### src/rtl/can_tx_scheduler.sv
// rtl/can_tx_scheduler.sv - priority scheduler sharing one CAN transmit port among NUM_REQ requesters
// Optional frame statistics counters enabled by defining CAN_TX_SCHED_STATS_EN.
module can_tx_scheduler #(
  parameter int NUM_REQ        = 4,
  parameter int MAX_RETRY      = 3,
  parameter int RETRY_GAP      = 1000,
  parameter int TIMEOUT_CYCLES = 100000
) (
  input  logic                  clk_i,
  input  logic                  rst_i,
  input  logic [NUM_REQ-1:0]    req_i,
  input  logic [NUM_REQ*11-1:0] req_id_i,
  input  logic [NUM_REQ*64-1:0] req_data_i,
  output logic [NUM_REQ-1:0]    ack_o,
  output logic [NUM_REQ-1:0]    done_o,
  output logic [NUM_REQ-1:0]    fail_o,
  output logic                  busy_o,
  output logic [10:0]           tx_id_o,
  output logic [63:0]           tx_data_o,
  output logic                  tx_start_strobe_o,
  input  logic                  tx_succeed_i,
  input  logic                  tx_failed_i,
  output logic [15:0]           tx_ok_cnt_o,
  output logic [15:0]           tx_fail_cnt_o
);

  localparam int IW = (NUM_REQ > 1) ? $clog2(NUM_REQ) : 1;
  localparam int TW = $clog2(TIMEOUT_CYCLES + 1);
  localparam int RW = (MAX_RETRY > 0) ? $clog2(MAX_RETRY + 1) : 1;
  localparam int GW = $clog2(RETRY_GAP + 1);
  localparam logic [TW-1:0] TMO_LAST  = TW'(TIMEOUT_CYCLES - 1);
  localparam logic [GW-1:0] GAP_LAST  = GW'(RETRY_GAP - 1);
  localparam logic [RW-1:0] RETRY_MAX = RW'(MAX_RETRY);

  typedef enum logic [1:0] {IDLE, START, WAIT, GAP} state_t;

  state_t               r_state;
  state_t               w_next;
  logic [IW-1:0]        r_win;
  logic [RW-1:0]        r_retry;
  logic [TW-1:0]        r_tmo;
  logic [GW-1:0]        r_gap;
  logic [NUM_REQ-1:0]   r_ack, r_done, r_fail;
  logic                 r_busy, r_strobe;
  logic [10:0]          r_tx_id;
  logic [63:0]          r_tx_data;

  logic                 w_any;
  logic [IW-1:0]        w_win;
  logic [10:0]          w_win_id;
  logic [63:0]          w_win_data;
  logic                 w_ok, w_retry, w_abandon;

  // Strict less-than keeps the lowest index on equal IDs.
  always_comb begin
    w_any      = 1'b0;
    w_win      = '0;
    w_win_id   = '0;
    w_win_data = '0;
    for (int k = 0; k < NUM_REQ; k++) begin
      if (req_i[k] && (!w_any || req_id_i[11*k +: 11] < w_win_id)) begin
        w_any      = 1'b1;
        w_win      = IW'(k);
        w_win_id   = req_id_i[11*k +: 11];
        w_win_data = req_data_i[64*k +: 64];
      end
    end
  end

  always_ff @(posedge clk_i) begin
    if (rst_i) r_state <= IDLE;
    else       r_state <= w_next;
  end

  always_comb begin
    w_next    = r_state;
    w_ok      = 1'b0;
    w_retry   = 1'b0;
    w_abandon = 1'b0;
    case (r_state)
      IDLE:  if (w_any) w_next = START;
      START: w_next = WAIT;
      WAIT: begin
        if (tx_succeed_i) begin
          w_ok   = 1'b1;
          w_next = IDLE;
        end else if (tx_failed_i || r_tmo == TMO_LAST) begin
          if (r_retry < RETRY_MAX) begin
            w_retry = 1'b1;
            w_next  = GAP;
          end else begin
            w_abandon = 1'b1;
            w_next    = IDLE;
          end
        end
      end
      GAP:     if (r_gap == GAP_LAST) w_next = START;
      default: w_next = IDLE;
    endcase
  end

  always_ff @(posedge clk_i) begin
    if (rst_i) begin
      r_win     <= '0;
      r_retry   <= '0;
      r_tmo     <= '0;
      r_gap     <= '0;
      r_ack     <= '0;
      r_done    <= '0;
      r_fail    <= '0;
      r_busy    <= 1'b0;
      r_strobe  <= 1'b0;
      r_tx_id   <= '0;
      r_tx_data <= '0;
    end else begin
      r_ack    <= '0;
      r_done   <= '0;
      r_fail   <= '0;
      r_strobe <= (r_state == START);
      r_busy   <= (w_next != IDLE);
      case (r_state)
        IDLE: begin
          if (w_any) begin
            r_tx_id      <= w_win_id;
            r_tx_data    <= w_win_data;
            r_win        <= w_win;
            r_retry      <= '0;
            r_ack[w_win] <= 1'b1;
          end
        end
        START: r_tmo <= '0;
        WAIT: begin
          if (w_ok) begin
            r_done[r_win] <= 1'b1;
          end else if (w_retry) begin
            r_retry <= r_retry + 1'b1;
            r_gap   <= '0;
          end else if (w_abandon) begin
            r_fail[r_win] <= 1'b1;
          end else begin
            r_tmo <= r_tmo + 1'b1;
          end
        end
        GAP:     r_gap <= r_gap + 1'b1;
        default: ;
      endcase
    end
  end

  assign ack_o             = r_ack;
  assign done_o            = r_done;
  assign fail_o            = r_fail;
  assign busy_o            = r_busy;
  assign tx_id_o           = r_tx_id;
  assign tx_data_o         = r_tx_data;
  assign tx_start_strobe_o = r_strobe;

`ifdef CAN_TX_SCHED_STATS_EN
  logic [15:0] r_ok_cnt, r_fail_cnt;

  always_ff @(posedge clk_i) begin
    if (rst_i) begin
      r_ok_cnt   <= '0;
      r_fail_cnt <= '0;
    end else begin
      if (|r_done && r_ok_cnt != 16'hFFFF)   r_ok_cnt   <= r_ok_cnt + 16'd1;
      if (|r_fail && r_fail_cnt != 16'hFFFF) r_fail_cnt <= r_fail_cnt + 16'd1;
    end
  end

  assign tx_ok_cnt_o   = r_ok_cnt;
  assign tx_fail_cnt_o = r_fail_cnt;
`else
  assign tx_ok_cnt_o   = '0;
  assign tx_fail_cnt_o = '0;
`endif

endmodule

### config.mk
export PLATFORM = sky130hd
export DESIGN_NAME = can_tx_scheduler
export DESIGN_NICKNAME = d
export VERILOG_FILES = /design/src/rtl/can_tx_scheduler.sv
export SDC_FILE = /design/constraint.sdc
export NUM_CORES = 1
export LEC_CHECK = 0
export BUFFER_PORTS_ARGS = -buffer_cell sky130_fd_sc_hd__clkbuf_2
export CORE_AREA = 2 2 173 208
export DETAILED_ROUTE_END_ITERATION = 12
export DIE_AREA = 0 0 175 210
export PLACE_DENSITY_LB_ADDON = 0.05
export RECOVER_POWER = 50
export SETUP_SLACK_MARGIN = 0.4
export SLEW_MARGIN = 10
export SYNTH_ARGS = -nofsm -noshare
export SYNTH_HDL_FRONTEND = slang
export SYNTH_SLANG_ARGS = --single-unit
export TNS_END_PERCENT = 5
### constraint.sdc
create_clock -name clk_i -period 8.02 [get_ports clk_i]
set_input_delay 0.802 -clock clk_i [delete_from_list [all_inputs] [get_ports clk_i]]
set_output_delay 0.802 -clock clk_i [all_outputs]
set_load 0.02 [all_outputs]
== Yosys cells after proc, flatten, opt, wreduce, memory -nomap -nowiden ==
Index checks and enable logic that the tools add are counted.

* Logic and storage cells: 108
* Latch bits: 0
* RAM bits: 0
* ROM bits: 0
* Output and inout port bits: 121
* Memories: 0
* Bits in registers: 122

* Eq/ne operators: 10
* $lt $le $gt $ge: 8
* Multiplexer cells: 46
* $mul: 0
* Bitwise logic cells: 5
* Divide/modulo/power cells: 0
* Add/sub/neg operators: 3
* Shifts and indexed selects: 0
* Reductions and logical operators: 24

{| class="wikitable"
|+ Operators with widths
! operator !! count
|-
| $mux W64 || 4
|-
| $mux W17 || 3
|-
| $mux W11 || 4
|-
| $pmux W17 S2 || 1
|-
| $lt A11 B11 Y1 || 3
|-
| $mux W10 || 2
|-
| $mux W2 || 10
|-
| $pmux W10 S2 || 1
|-
| $add A17 B1 Y17 const B || 1
|-
| $eq A17 B17 Y1 const B || 1
|-
| $mux W1 || 17
|-
| $add A10 B1 Y10 const B || 1
|-
| $eq A10 B10 Y1 const B || 1
|-
| $ne A2 B2 Y1 const B || 5
|-
| $pmux W2 S4 || 1
|-
| $reduce_and A4 Y1 || 2
|-
| $reduce_bool A2 Y1 || 4
|-
| $lt A2 B3 Y1 const B || 2
|-
| $reduce_or A3 Y1 || 2
|-
| $logic_and A1 B1 Y1 || 5
|-
| $not A1 Y1 || 5
|-
| $reduce_or A5 Y1 || 1
|-
| $demux W1 S2 || 2
|-
| $eq A2 B2 Y1 const B || 2
|-
| other kinds (10) || 16
|}

== Logic depth before layout (Yosys ltp) ==
Gate-level depths: netlist (run 1).

* Depth after elaboration: 17
* Depth in mapped cells: 31
* Mapped depth without buffers: 26

== Worst setup path after synthesis (run 1) ==
OpenSTA, ideal clock, no wires.

* Kind: input-to-reg
* Start point: input req_i[0]
* End point: register r_ack[0], in the netlist ack_o[0]
* Data arrival time: 6.546 ns
* Library setup time: 0.073 ns
* Cell stages on the path: 30
* Data required time: 7.947 ns
* Slack: 1.401 ns
* Buffers on the path: 5
* Path through: buf_2 clkbuf_1 nand2_1 ha_1 a211o_1 a31oi_1 o22a_2 nand2_2 a21boi_2 buf_2 mux2i_1 inv_1 ha_1 a21oi_1 o21ai_1 a2111oi_2 o21ai_1 a31oi_2 buf_4 mux2i_1 ha_1 a211o_1 o211ai_1 a211oi_1 nor2_1 o21ai_0 a31oi_4 buf_6 or3_1 nor3_2

* Word-level cells in the longest chain between the ends: 17
* Elaborated cells on any way between the ends: 29
* Those cells by class: order compare (5); mux (12); bitwise (1); reduce/logical (11)

{| class="wikitable"
|+ RTL lines
! element !! line !! RTL
|-
| start: declaration || 11 || <nowiki>input logic [NUM_REQ-1:0] req_i,</nowiki>
|-
| $mux W11 / $mux W1 (equally long branches) || 61 || <nowiki>if (req_i[k] && (!w_any || req_id_i[11*k +: 11] < w_win_id)) begin</nowiki>
|-
| $lt A11 B11 Y1 / $logic_not A1 Y1 (equally long branches) || 61 ||
|-
| $logic_or A1 B1 Y1 || 61 ||
|-
| $logic_and A1 B1 Y1 || 61 ||
|-
| $mux W11 / $mux W1 (equally long branches) || 61 ||
|-
| $lt A11 B11 Y1 / $logic_not A1 Y1 (equally long branches) || 61 ||
|-
| $logic_or A1 B1 Y1 || 61 ||
|-
| $logic_and A1 B1 Y1 || 61 ||
|-
| $mux W11 / $mux W1 (equally long branches) || 61 ||
|-
| $lt A11 B11 Y1 / $logic_not A1 Y1 (equally long branches) || 61 ||
|-
| $logic_or A1 B1 Y1 || 61 ||
|-
| $logic_and A1 B1 Y1 || 61 ||
|-
| $mux W2 || 61 ||
|-
| $lt A2 B3 Y1 (not written as such) / $ge A2 B1 Y1 (equally long branches) || 128 || <nowiki>r_ack[w_win] <= 1'b1;</nowiki>
|-
| $logic_and A1 B1 Y1 (not written as such) || 128 ||
|-
| $mux W1 (not written as such) || 128 ||
|-
| $demux W1 S2 || 128 ||
|-
| end signal: assignment || 108 || <nowiki>r_ack <= '0;</nowiki>
|-
| end signal: assignment || 116 || <nowiki>r_ack <= '0;</nowiki>
|-
| end signal: indexed assignment || 128 ||
|-
| end: declaration || 43 || <nowiki>logic [NUM_REQ-1:0] r_ack, r_done, r_fail;</nowiki>
|}

Several ways; a longest one is shown, not always the timed one.
A chain may end at the register's enable or synchronous reset.

== Final worst setup path (run 1) ==
* Start point: input req_i[0]
* End point: register r_tx_data[34], in the netlist tx_data_o[34]

* Word-level cells in the longest chain between the ends: 14
* Elaborated cells on any way between the ends: 24
* Those cells by class: order compare (3); mux (11); reduce/logical (10)

{| class="wikitable"
|+ RTL lines
! element !! line !! RTL
|-
| $mux W11 / $mux W1 (equally long branches) || 61 ||
|-
| $lt A11 B11 Y1 / $logic_not A1 Y1 (equally long branches) || 61 ||
|-
| $logic_or A1 B1 Y1 || 61 ||
|-
| $logic_and A1 B1 Y1 || 61 ||
|-
| $mux W11 / $mux W1 (equally long branches) || 61 ||
|-
| $lt A11 B11 Y1 / $logic_not A1 Y1 (equally long branches) || 61 ||
|-
| $logic_or A1 B1 Y1 || 61 ||
|-
| $logic_and A1 B1 Y1 || 61 ||
|-
| $mux W11 / $mux W1 (equally long branches) || 61 ||
|-
| $lt A11 B11 Y1 / $logic_not A1 Y1 (equally long branches) || 61 ||
|-
| $logic_or A1 B1 Y1 || 61 ||
|-
| $logic_and A1 B1 Y1 || 61 ||
|-
| $mux W1 || 61 ||
|-
| $reduce_and A2 Y1 (no line) || n/a ||
|-
| end signal: assignment || 125 || <nowiki>r_tx_data <= w_win_data;</nowiki>
|-
| end: declaration || 46 || <nowiki>logic [63:0] r_tx_data;</nowiki>
|}

Several ways; a longest one is shown, not always the timed one.

==> reports/metrics.yaml, run 1 <==
routing:
  viasPerCell: 4.67
  wl_per_cell_um: 18.0
  routed_wl_um: 34800
  route.antenna.remaining_nets: 0
  drt_iter0_drc: 286
  first_pass_iters: 4
  via_count: 9022
  drc: 0
placement:
  dp_cells: 1894
  io_buffers: 396
  gp_congestion: 0.806
  dp_hpwl_um: 26100
  placed_area_sq_um: 10800
min_path:
  min_to: "r_gap[7]"
  min_path_cells: 2
  hold_path.class: "reg -> reg"
  hold_start: "r_gap[7]"
yosys:
  yosysTopAreaCell: "dfxtp_1"
  ys_types: 55
  synthCells: 1113
  ys_ff_latch: 122
  synth_mux_area_share_pct: 2.70
  yosys.area.top_type_share_pct: 28.5
  yosysWarnings: 0
  ys_seq_area_share_pct: 28.5
  syn_avg_cell_area_sq_um: 7.71
  synth_edf_count: 0
  synthTopCellsByArea: "dfxtp_1, a211oi_2, nor2_1, a211o_1, a211oi_1"
  async_flop_share_pct: 0
  synth_top_family_by_area: "compound AO/OA/AOI/OAI gates"
  synth_xor_area_share_pct: 2.04
  synthSimpleGateAreaFrac_pct: 18.9
  synth_flop_cell: "dfxtp_1"
  synth-compound-area-share_pct: 31.9
  netlist_area_sq_um: 8580
  synth_fa_ha_area_share_pct: 4.81
die:
  die-area_sq_um: 36800
  die_w_um: 175
  fp-row-count: 75
  die_y_um: 210
  start_util_pct: 24.6
  ios: 429
  core_region_area_sq_um: 34800
clocking:
  cts.sinks: 122
  clock_path_buffers: 2
  cts_tree: "done"
  htree_num_levels: 4
  root_buffer: "clkbuf_16"
  worstSkewPairLatency_ps: 420
  clkTransAtPathRegs_ps: 60
  numCtsBuffers: 17
grt:
  antenna_found_initial: 8
  grt_remaining_overflow: 0
  grt_use_met3_pct: 5.79
  grt_util_met1_pct: 21.1
  grt_pass1_vias: 9086
  grt_pass1_wl_um: 52800
  busiest_layer: "met2"
  grt_max_degree: 95
  use_met2_pct: 33.4
  grt.total_usage_pct: 18.7
sta:
  fin_crit_sh_pct: 82.9
  grt_setup_unrepaired: "no"
  finalSetupTns_ps: 0
  fin_crit_ps: 6650
  tightest_slew_ps: 3630
  finalSetupViolCount: 0
  whs_ps: 489
  fmax_mhz: 150
  fin_skew_ps: 6.93
  hold_violations: 0
  drv_slew: 96
  timing.slew.headroom_pct: -142
setup_path:
  crit_path_start_kind: "input pin"
  reg2reg_depth: 10
  critPathTopFamily: "compound AO/OA/AOI/OAI gates"
  crit_arrival_ps: 6950
  critPathBufInv: 4
  regToRegSetupSlack_ps: 5380
  cp_max_fo: 94
  worstSetupPathType: "in -> reg"
  max_stage_delay_ps: 430
  cpMaxStageDelayCell: "a21boi_4"
  rr_startpoint: "r_tmo[0]"
  required_ps: 8320
  timing.rr.end: "r_tmo[13]"
  endpoint_kind: "flip-flop"
layout:
  final_common_cell: "clkbuf_2"
  drive_gt1_share_pct: 29.4
  final_cell_mix: "clkbuf_2, nor2_1, dfxtp_1, nand2_1, clkbuf_1"
  nNetsFinal: 1795
  fillers: 3924
  area_growth_syn_to_layout_pct: 32.2
  final_area_sq_um: 11300
  finalNonFillerCells: 1933
flow_run:
  cap_viol_max_count: 2
status:
  violations: "max-capacitance violations, max-slew violations"
  status: "finished, violations left"
pwr:
  pwr-share-comb_pct: 35.7
  p_leak_nw: 5.21
  clkPwrFrac_pct: 34.7
  p_int_mw: 1.53
  p_seq_share_pct: 29.6
  p_sw_mw: 0.912
  ir_drop_mv: 0.106
  swShare_pct: 37.3
  power_density_nw_per_um2: 216
[logic make-up (layout without fill, tap and decap cells)]
group                      count (synthesis)  in the layout
and+or+nand+nor                          369            369
AOI/OAI and AO/OA                        339            339
xor gates and xnor gates                  20             20
DFF                                      122            122
other                                      1             36
adders and majority gates                 33             33
muxes                                     23             23
buffers and inverters                    206            529
[cells in the mapped netlist (6+ instances only)]
cell type	n
nand2_1	98
nor3_1	14
a21oi_1	88
o21ai_0	16
nand2b_1	8
and3_1	6
buf_4	38
clkbuf_1	52
nand4_1	13
a211oi_1	77
a211o_1	67
xor2_1	16
inv_1	87
mux2i_1	22
dfxtp_1	122
nand3_1	6
nor2_1	185
buf_1	7
a211oi_2	67
ha_1	33
buf_2	21
or2_1	9
[repair_timing]
action                                  in CTS  in global routing
resized for setup                            0                  0
endpoints found under the setup margin       0                  2
setup buffers                                0                  3
hold endpoints to repair                     0                  0
hold buffers                                 0                  0
[per-layer routing]
metal | wire length, um | vias up
li1 | - | 4546
met1 | 14100 | 4142
met2 | 17500 | 285
met3 | 2450 | 41
met4 | 764 | 8
met5 | 43 | -
[power by group through the flow]
stage	clock network, mW	registers (mW)	logic [mW]
2_1_floorplan	0	0.812	0.529
3_3_place_gp	0	0.736	0.898
3_5_place_dp	0	0.736	0.901
4_1_cts	0.873	0.724	0.903
5_1_grt	0.895	0.733	0.967
6_report	0.848	0.724	0.873
[worst max path at each step]
| stage | startpoint | endpoint | slack (ps) | cells after the start |
|---|---|---|---|---|
| floorplan | req_i[0] | ack_o[0] | 1400 | 30 |
| global placement | req_i[0] | ack_o[1] | 670 | 26 |
| detailed placement | req_i[0] | ack_o[1] | 660 | 25 |
| CTS | req_i[0] | ack_o[0] | 1100 | 25 |
| global route | req_i[0] | tx_data_o[37] | 640 | 28 |
| finish | req_i[0] | tx_data_o[34] | 1370 | 28 |
[state kept, by name (all words and copies together), names as in the netlist, 2 cells and up]
name,flops
tx_id_o,11
r_retry,2
r_state,2
r_tmo,17
fail_o,4
tx_data_o,64
ack_o,4
r_win,2
done_o,4
r_gap,10
[tightest hold or removal path: stages (launching register included)]
cell and delay, ps:
dfxtp_1 320, o21ai_0 70, a21oi_1 60
[metrics by stage]
stage          power (mW)  worst slack [ps]  util, %
2_1_floorplan        1.34              1400        -
3_3_place_gp         1.63               675     31.0
3_5_place_dp         1.64               660     31.0
4_1_cts              2.50              1100     32.8
5_1_grt              2.60               641     32.6
6_report             2.44              1370     32.6
[cell type report]
| type | instances | area [sq um] | share of cell area, % |
|---|---|---|---|
| Multi-Input combinational cell | 816 | 5340 | 47.1 |
| Clock buffer | 19 | 443 | 3.91 |
| Timing Repair Buffer | 410 | 2010 | 17.7 |
| Tap cell | 462 | 578 | 5.10 |
| Clock inverter | 13 | 190 | 1.68 |
| Antenna cell | 4 | 10.0 | 0.0883 |
| Inverter | 87 | 327 | 2.88 |
| Sequential cell | 122 | 2440 | 21.5 |
No activity file was read; power rests on OpenSTA's default activity.
==> inputs of run 2 (changes only) <==
==> constraint.sdc (replaced) <==
create_clock -name clk_i -period 6.25 [get_ports clk_i]
set_input_delay 0.625 -clock clk_i [delete_from_list [all_inputs] [get_ports clk_i]]
set_output_delay 0.625 -clock clk_i [all_outputs]
set_load 0.02 [all_outputs]
==> run 2 against run 1 <==
Against the previous run: the flow now finishes without violations; routed wire length is 1.9% higher; die area is the same; sequential share of layout area fell by 1.6 points; non-clock buffer count is 63 higher; sequential power up 28%; via count increased by 2.6%; flip-flop and latch count is the same; count of clock-buffer cells in the layout did not move; highest routed layer unchanged; clock skew grew 3.4 ps.
==> reports/metrics.yaml, run 2 (synthesis results as in run 1) <==
status:
  status: "complete, no violations"
sta:
  fin_skew_ps: 10.4  # +3.45 ps
  hold_violations: 0  # unchanged
  drv_slew: 0  # -100%
  timing.slew.headroom_pct: 31.8  # +170 points
  whs_ps: 486  # -2.61 ps
  tightest_slew_ps: 1020  # -2610 ps
  setup_slack_ps: 450  # -919 ps
  fmax_mhz: 172
  fin_crit_sh_pct: 92.8
  fin_crit_ps: 5800
  grt_setup_unrepaired: "yes"
  finalSetupViolCount: 0  # unchanged
clocking:
  clock_path_buffers: 2  # unchanged
  cts.sinks: 122  # unchanged
  cts_tree: "done"
  worstSkewPairLatency_ps: 420  # about the same
  numCtsBuffers: 17  # unchanged
  clkTransAtPathRegs_ps: 60  # about the same
  root_buffer: "clkbuf_16"
  htree_num_levels: 4  # unchanged
layout:
  drive_gt1_share_pct: 34.9  # +5.5 points
  final_common_cell: "clkbuf_2"
  final_cell_mix: "clkbuf_2, nor2_1, dfxtp_1, nand2_1, clkbuf_1"
  largest_reg_flops: 64  # unchanged
  area_growth_syn_to_layout_pct: 42.5
  nNetsFinal: 1858  # +3.5%
setup_path:
  critPathBufInv: 6  # +2
  max_stage_delay_ps: 400  # -30 ps
  worst_path_most_repeated_cell: "buf_12"
  cpMaxStageDelayCell: "a2111oi_4"
  crit_path_start_kind: "input pin"
  required_ps: 6580  # -1740 ps
  critPathTopFamily: "compound AO/OA/AOI/OAI gates"
  crit_arrival_ps: 6130  # -820 ps
  cp_max_fo: 15  # -84%
  worstSetupPathType: "in -> reg"
  endpoint_kind: "flip-flop"
die:
  die_w_um: 175  # unchanged
  core_region_area_sq_um: 34800  # unchanged
  ios: 429  # unchanged
  fp-row-count: 75  # unchanged
  die_y_um: 210  # unchanged
  die-area_sq_um: 36800  # unchanged
  start_util_pct: 24.6  # unchanged
flow_run:
  cap_viol_max_count: 0  # -2
routing:
  drt_iter0_drc: 315  # +10%
  wl_per_cell_um: 17.8  # -1.4%
  via_count: 9260  # +2.6%
  first_pass_iters: 5  # +1
  drc: 0  # unchanged
  routed_wl_um: 35500  # +1.9%
  route.antenna.remaining_nets: 0  # unchanged
  viasPerCell: 4.64  # -0.65%
pwr:
  p_leak_nw: 5.61  # +7.6%
  power_density_nw_per_um2: 268  # +24%
  ir_drop_mv: 0.169  # +59%
grt:
  grt.total_usage_pct: 19.0  # +0.28 points
  grt_remaining_overflow: 0  # unchanged
  grt_pass1_wl_um: 54000  # +2.2%
  grt_max_degree: 131  # +38%
  antenna_found_initial: 7  # -1
  grt_pass1_vias: 9524  # +4.8%
min_path:
  hold_path.class: "reg -> reg"
placement:
  dp_hpwl_um: 27200  # +4.0%
  io_buffers: 396  # unchanged
  gp_congestion: 0.823  # +2.2%
  pre_cts_slack_ps: -432  # -1090 ps
## run 2: cell types whose count changed in the layout (fill, tap and decap cells not counted), moves of 4 or more
cell / delta
a21oi_1: -5
a21oi_2: +5
buf_12: +10
buf_4: +49
buf_6: +4
clkinv_4: +4
ha_1: -6
mux2i_1: -11
mux2i_2: +6
mux2i_4: +5
nand2_1: -4
## run 2: timing repair
item                                    in CTS  in global routing
pin swaps                                    8                 21
resized for setup                           21                 25
setup buffers                                8                  8
cloned                                       0                  1
hold buffers                                 0                  0
endpoints found under the setup margin      80                 81
## run 2: final timing paths
check / from / endpoint / slack, ps / cells past startpoint
hold / removal: r_gap[9] / r_gap[9] / 490 / 2
setup reg to reg: r_tmo[0] / r_tmo[13] / 3570 / 10
setup / recovery: req_i[0] / tx_data_o[4] / 450 / 30
hold reg to reg: r_gap[9] / r_gap[9] / 490 / 2
## run 2: final cells by class
class	count	area, sq um
Clock buffer	19	453
Tap cell	462	578
Sequential cell	122	2440
Inverter	87	327
Clock inverter	13	190
Fill cell	3848	22600
Timing Repair Buffer	473	2660
Antenna cell	5	12.5
Multi-Input combinational cell	816	5570
## run 2: per-layer routing
layer | track usage (%) | wire (um)
met5 | 0 | 27
met4 | 5.86 | 746
met3 | 4.55 | 2140
met2 | 35.4 | 18500
met1 | 21.1 | 14100
## run 2: metrics by stage
step	std cells	area, sq um	setup TNS (ps)	power [mW]	utilization (%)
floorplan	1144	8850	0	1.74	-
global placement	1943	11300	-20550	2.19	32.5
detailed placement	1943	11300	-29190	2.19	32.5
CTS	1983	12100	0	3.33	34.8
global route	1996	12200	0	3.48	35.1
finish	1997	12200	0	3.27	35.1
## run 2: report_power, final
| group | internal (mW) | switching, mW |
|---|---|---|
| Sequential | 0.872 | 0.0568 |
| Clock | 0.693 | 0.395 |
| Combinational | 0.514 | 0.741 |
## run 2: worst reg2reg max path, stage by stage (launching register included)
cell and delay [ps]:
dfxtp_1 330, ha_1 240, and4_1 210, a41oi_1 380, nand2_1 160, nand2_1 180, nand4_1 260, nor3_1 440
nand3_1 150, xor2_1 150, nor2_1 50
